==> src/rtl/decode_control_mc.sv <==
// decode_control_mc: multi-cycle stack-machine decoder/controller.
// Accepts one instruction per handshake, walks DECODE/EXEC/MEM/COMMIT,
// tracks stack depth and latches a sticky fault on under/overflow or
// data-memory timeout.
module decode_control_mc #(
  parameter int REG_BITS    = 32,
  parameter int STACK_DEPTH = 16,
  parameter int MEM_TIMEOUT = 8,
  localparam int DEPTH_BITS = $clog2(STACK_DEPTH + 1)
) (
  input  logic                  clk,
  input  logic                  reset,
  input  logic                  instr_valid,
  output logic                  instr_ready,
  input  logic [REG_BITS-1:0]   instruction,
  input  logic                  mem_ready,
  output logic [1:0]            ALUOp,
  output logic [1:0]            PCSrc,
  output logic                  MemRead,
  output logic                  MemWrite,
  output logic [1:0]            StackWriteSrc,
  output logic                  ALUSrc,
  output logic [1:0]            StackUpdateMode,
  output logic                  pc_write,
  output logic                  stack_write,
  output logic [DEPTH_BITS-1:0] depth,
  output logic                  fault,
  output logic [1:0]            fault_code
);
  // Two extra bits so depth+1 and depth-2 never wrap for any STACK_DEPTH.
  localparam int SW = DEPTH_BITS + 2;
  localparam int CW = (MEM_TIMEOUT > 1) ? $clog2(MEM_TIMEOUT) : 1;
  localparam logic signed [SW-1:0] LIMIT    = SW'(STACK_DEPTH);
  localparam logic [CW-1:0]        TMO_LAST = CW'(MEM_TIMEOUT - 1);

  typedef enum logic [2:0] {
    S_IDLE, S_DECODE, S_EXEC, S_MEM, S_COMMIT, S_FAULT
  } state_t;

  typedef struct packed {
    logic [1:0] alu_op;
    logic [1:0] pc_src;
    logic [1:0] sws;
    logic       alu_src;
    logic [1:0] mode;
  } ctrl_t;

  typedef struct packed {
    ctrl_t      ctrl;
    logic       mem_rd;
    logic       mem_wr;
    logic [1:0] min_ops;
  } dec_t;

  state_t                  state_q;
  logic [REG_BITS-1:0]     ir_q;
  ctrl_t                   ctrl_q;
  logic                    mem_rd_q, mem_wr_q;
  logic                    mem_read_q, mem_write_q;
  logic                    pc_write_q, stack_write_q;
  logic                    rdy_q;
  logic [DEPTH_BITS-1:0]   depth_q;
  logic [DEPTH_BITS-1:0]   depth_d;
  logic                    fault_q;
  logic [1:0]              code_q;
  logic [CW-1:0]           tmo_q;

  dec_t                    dec_c;
  logic signed [SW-1:0]    depth_s, min_s, sum_s;
  logic                    underflow_c, overflow_c;

  function automatic dec_t decode(input logic [2:0] op1, input logic [2:0] op2);
    dec_t d;
    logic unary;
    unary = (op2 == 3'b111) || (op2 == 3'b010);
    d = '0;
    case (op1)
      3'b000: begin
        d.ctrl.alu_op = 2'b01; d.ctrl.sws = 2'b01;
        d.ctrl.mode   = unary ? 2'b00 : 2'b11;
        d.min_ops     = unary ? 2'd1 : 2'd2;
      end
      3'b001: begin
        d.ctrl.alu_op = 2'b01; d.ctrl.sws = 2'b01; d.ctrl.alu_src = 1'b1;
        d.ctrl.mode   = unary ? 2'b01 : 2'b00;
        d.min_ops     = unary ? 2'd0 : 2'd1;
      end
      3'b010: begin
        d.mem_rd = 1'b1; d.ctrl.sws = 2'b10; d.ctrl.mode = 2'b00; d.min_ops = 2'd1;
      end
      3'b011: begin
        d.mem_wr = 1'b1; d.ctrl.mode = 2'b10; d.min_ops = 2'd2;
      end
      3'b100: begin
        d.ctrl.alu_op = 2'b10; d.ctrl.sws = 2'b01; d.ctrl.mode = 2'b11; d.min_ops = 2'd2;
      end
      3'b101: begin
        d.ctrl.pc_src = 2'b01; d.ctrl.mode = 2'b10; d.min_ops = 2'd2;
      end
      3'b110: begin
        d.ctrl.sws = 2'b11; d.ctrl.mode = 2'b01; d.min_ops = 2'd0;
      end
      default: begin
        d.ctrl.pc_src = 2'b10; d.ctrl.mode = 2'b11; d.min_ops = 2'd1;
      end
    endcase
    return d;
  endfunction

  function automatic logic signed [SW-1:0] mode_delta(input logic [1:0] mode);
    case (mode)
      2'b01:   return SW'(1);
      2'b10:   return SW'(-2);
      2'b11:   return SW'(-1);
      default: return SW'(0);
    endcase
  endfunction

  // Decode the latched IR and evaluate the stack-depth checks; IR is stable
  // from DECODE through COMMIT, so the same sum serves as the commit update.
  always_comb begin
    dec_c       = decode(ir_q[REG_BITS-1 -: 3], ir_q[REG_BITS-4 -: 3]);
    depth_s     = SW'(depth_q);
    min_s       = SW'(dec_c.min_ops);
    sum_s       = depth_s + mode_delta(dec_c.ctrl.mode);
    underflow_c = depth_s < min_s;
    overflow_c  = sum_s > LIMIT;
    depth_d     = sum_s[DEPTH_BITS-1:0];
  end

  // Instruction register: captured only on an accepted handshake.
  always_ff @(posedge clk) begin
    if (instr_valid && rdy_q) ir_q <= instruction;
  end

  // Controller FSM with registered control outputs.
  always_ff @(posedge clk) begin
    if (reset) begin
      state_q       <= S_IDLE;
      ctrl_q        <= '0;
      mem_rd_q      <= 1'b0;
      mem_wr_q      <= 1'b0;
      mem_read_q    <= 1'b0;
      mem_write_q   <= 1'b0;
      pc_write_q    <= 1'b0;
      stack_write_q <= 1'b0;
      rdy_q         <= 1'b1;
      depth_q       <= '0;
      fault_q       <= 1'b0;
      code_q        <= 2'b00;
      tmo_q         <= '0;
    end else begin
      case (state_q)
        S_IDLE: begin
          if (instr_valid) begin
            state_q <= S_DECODE;
            rdy_q   <= 1'b0;
          end
        end
        S_DECODE: begin
          if (underflow_c) begin
            state_q <= S_FAULT;
            fault_q <= 1'b1;
            code_q  <= 2'b01;
          end else if (overflow_c) begin
            state_q <= S_FAULT;
            fault_q <= 1'b1;
            code_q  <= 2'b10;
          end else begin
            state_q  <= S_EXEC;
            ctrl_q   <= dec_c.ctrl;
            mem_rd_q <= dec_c.mem_rd;
            mem_wr_q <= dec_c.mem_wr;
          end
        end
        S_EXEC: begin
          tmo_q <= '0;
          if (mem_rd_q || mem_wr_q) begin
            state_q     <= S_MEM;
            mem_read_q  <= mem_rd_q;
            mem_write_q <= mem_wr_q;
          end else begin
            state_q       <= S_COMMIT;
            pc_write_q    <= 1'b1;
            stack_write_q <= (ctrl_q.sws != 2'b00);
          end
        end
        S_MEM: begin
          if (mem_ready) begin
            state_q       <= S_COMMIT;
            mem_read_q    <= 1'b0;
            mem_write_q   <= 1'b0;
            pc_write_q    <= 1'b1;
            stack_write_q <= (ctrl_q.sws != 2'b00);
          end else if (tmo_q == TMO_LAST) begin
            state_q     <= S_FAULT;
            ctrl_q      <= '0;
            mem_read_q  <= 1'b0;
            mem_write_q <= 1'b0;
            fault_q     <= 1'b1;
            code_q      <= 2'b11;
          end else begin
            tmo_q <= tmo_q + 1'b1;
          end
        end
        S_COMMIT: begin
          state_q       <= S_IDLE;
          depth_q       <= depth_d;
          ctrl_q        <= '0;
          pc_write_q    <= 1'b0;
          stack_write_q <= 1'b0;
          rdy_q         <= 1'b1;
        end
        S_FAULT: begin
          state_q <= S_FAULT;
        end
        default: begin
          state_q <= S_FAULT;
          fault_q <= 1'b1;
        end
      endcase
    end
  end

  assign instr_ready     = rdy_q;
  assign ALUOp           = ctrl_q.alu_op;
  assign PCSrc           = ctrl_q.pc_src;
  assign StackWriteSrc   = ctrl_q.sws;
  assign ALUSrc          = ctrl_q.alu_src;
  assign StackUpdateMode = ctrl_q.mode;
  assign MemRead         = mem_read_q;
  assign MemWrite        = mem_write_q;
  assign pc_write        = pc_write_q;
  assign stack_write     = stack_write_q;
  assign depth           = depth_q;
  assign fault           = fault_q;
  assign fault_code      = code_q;

endmodule

==> config.mk <==
export PLATFORM = sky130hd
export DESIGN_NAME = decode_control_mc
export DESIGN_NICKNAME = d
export VERILOG_FILES = /design/src/rtl/decode_control_mc.sv
export SDC_FILE = /design/constraint.sdc
export NUM_CORES = 1
export LEC_CHECK = 0
export BUFFER_PORTS_ARGS = -buffer_cell sky130_fd_sc_hd__buf_4
export CAP_MARGIN = 20
export CORE_MARGIN = 5
export CORE_UTILIZATION = 43
export CTS_BUF_LIST = sky130_fd_sc_hd__clkbuf_4 sky130_fd_sc_hd__clkbuf_8
export DETAILED_ROUTE_END_ITERATION = 8
export PLACE_DENSITY_LB_ADDON = 0.08
export SLEW_MARGIN = 20
export SYNTH_ARGS = -nofsm -noshare
export SYNTH_HDL_FRONTEND = slang
export SYNTH_SLANG_ARGS = --single-unit
==> constraint.sdc <==
create_clock -name clk -period 3.75 [get_ports clk]
set_input_delay 0.375 -clock clk [delete_from_list [all_inputs] [get_ports clk]]
set_output_delay 0.375 -clock clk [all_outputs]
set_load 0.01 [all_outputs]
==> out/metrics.yaml <==
run_status:
  status: "complete, no violations"
drt:
  first_pass_iters: 4
  viasPerCell: 5.45
  routed_wl_um: 4780
  avgRoutedWirePerCell_um: 14.9
  route.detailed.drc: 0
  route.vias.total: 1745
  drtIter0Drc: 109
  drtAntennaViolNets: 0
floorplanning:
  fp.dieArea_um2: 6240
  die_h_um: 79.0
  rows: 25
  die_w_um: 79.0
  ioPinCount: 58
  initial_core_util: 0.439
  coreArea_um2: 4660
yosys:
  syn_avg_cell_area_um2: 8.79
  synth_ff_type: "dfxtp_1"
  synthesis.area_um2: 2050
  async_flop_share: 0
  synth-edff-count: 6
  ys_ff_latch: 36
  ys_seq_area_frac: 0.381
  ys_types: 54
  yosys-top-cells-area: "dfxtp_1, edfxtp_1, ha_1"
  synth_nets: 279
  syn_inst: 233
  synth_top_area_frac: 0.293
  yosysTopAreaCell: "dfxtp_1"
  yosys_warnings: 0
finish:
  layout.cells.non_filler: 320
  layout-area-overhead-vs-synth_pct: 18.9
  final_area_um2: 2430
  final_common_cell: "buf_4"
  final_cell_mix: "buf_4, dfxtp_1, nand2_1"
  nets: 312
  drive_gt1_frac: 0.207
  final_core_util: 0.522
  antennaDiodeCount: 0
  n_fill_cell: 456
setup_path:
  cp-end-kind: "flip-flop"
  start_kind: "flip-flop"
  r2r_start: "ir_q[26]"
  reg2reg_depth: 13
  required_ps: 3940
  path_class: "flip-flop to flip-flop"
  reg2reg_setup_slack_ps: 230
  worst-path-max-fanout: 6
  worstPathArrival_ps: 3710
  r2r_end: "state_q[0]"
clocking:
  cts_buffers: 5
  cts_tree: "done"
  clock_sinks: 36
  clockRootBuffer: "clkbuf_8"
  clockBufferDepth: 2
  htree_levels: 2
  insertion_delay_ps: 280
  clkTransAtPathRegs_ps: 70
power_and_ir_drop:
  total_power_mw: 1.22
  peakVddDrop_v: 0.000194
  powerDensity_nw_per_um2: 501
  leakage_nw: 0.999
sta:
  relSlewSlack: 0.372
  worst_pin_slew_ps: 937
  rsz0062_at_grt: "false"
  finalWorstSetupSlack_ps: 226
  hold_violations: 0
  fin_tns_setup_ps: 0
  fin_crit_sh: 0.940
  skew_ps: 2.76
  hold_ws_ps: 263
  finalCriticalPeriod_ps: 3520
  max_clock_freq_ghz: 0.284
  slew_viol_final: 0
  setup_viol: 0
placement:
  port_buffers: 31
  pre_cts_ws_ps: 183
  gp_congestion: 0.819
  dp.cells: 311
  dpl_cell_area_um2: 2320
  hpwl_um: 3550
worst_hold_path:
  min_from: "instruction[26]"
  whs_endpoint: "ir_q[26]"
  hold_path_class: "input port to flip-flop"
  worstHoldPathCells: 1
global_route:
  grt_usage: 0.162
  antenna_found_initial: 0
  grt_start_max_net_pins: 22
  overflow: 0
  grt_first_pass_wirelength_um: 7950
  grt_pass1_vias: 1597
job:
  maxCapViolCount: 0
-- flip-flops by register name, summed over array words and instances (netlist names), 3 cells and up --
name / cells
depth: 5
ir_q: 6
state_q: 3
tmo_q: 3
-- how the worst max path moves through the flow --
stage | startpoint | slack [ps] | depth (start not counted) | end
after floorplan | ir_q[26] | 490 | 13 | fault
after global placement | ir_q[26] | 160 | 13 | ALUOp[0]
after detailed placement | ir_q[26] | 180 | 13 | ALUSrc
after CTS | ir_q[26] | 150 | 13 | StackWriteSrc[1]
after global routing | ir_q[26] | 10 | 13 | state_q[0]
final | ir_q[26] | 230 | 13 | state_q[0]
-- synthesized netlist by cell type (2+ instances only) --
cell,count
a22oi_1,2
or4_1,2
a22o_1,2
a31oi_1,2
dfxtp_1,30
nand3b_1,2
o21ai_0,9
buf_2,2
o21a_1,3
a21o_1,2
nand3_1,7
nor2_1,28
nor4_1,3
a2bb2oi_1,2
a21oi_1,17
nand2b_1,2
and2_1,4
nor3_1,6
a211oi_1,6
nor2b_1,5
inv_1,7
clkbuf_1,5
nand2_1,29
buf_4,3
edfxtp_1,6
mux2i_1,10
xnor2_1,2
ha_1,9
-- cells by family after synthesis --
group,after synthesis,synth area share
xor gates and xnor gates,4,0.0208
AOI/OAI and AO/OA,59,0.215
adders and majority gates,10,0.0648
muxes,11,0.0544
and+or+nand+nor,94,0.217
buffers and inverters,19,0.0470
DFF,36,0.381
-- final cells by class --
class,count,area (um2),share of cell area
multi-input cells,178,1190,0.490
flip-flops and latches,36,781,0.321
repair buffers,38,285,0.117
clock buffers,6,76.3,0.0313
well taps,54,67.6,0.0277
inverters,7,26.3,0.0108
clock inverters,1,5.00,0.00206
-- metal layers --
| metal | global-route usage | routed length, um | share of wire |
|---|---|---|---|
| met1 | 0.230 | 2370 | 0.49 |
| met4 | 0.0481 | 31 | 0.0065 |
| met2 | 0.240 | 2090 | 0.44 |
| met3 | 0.0454 | 292 | 0.061 |
| met5 | 0 | 0 | 0 |
-- timing repair --
item | CTS | global route
hold buffers | 0 | 0
setup buffers | 0 | 2
resized for setup | 0 | 3
setup endpoints to repair | 0 | 13
-- worst max-delay path, stage by stage (launching register included) --
cell,delay (ps)
edfxtp_1,460
xnor2_4,270
a21oi_1,120
a31oi_1,150
o22ai_1,150
ha_1,240
fa_1,430
a211oi_2,290
o21bai_1,150
or4_1,530
o311ai_2,170
nor2_4,140
buf_4,160
a2111oi_2,180
-- where the power goes --
part	leakage [nW]	internal [mW]	total (mW)	switching, mW
clock network	0.0445	0.134	0.272	0.138
logic	0.653	0.206	0.451	0.245
registers	0.301	0.442	0.497	0.0552
total	0.999	0.781	1.22	0.439
(Power assumes the default switching activity.)
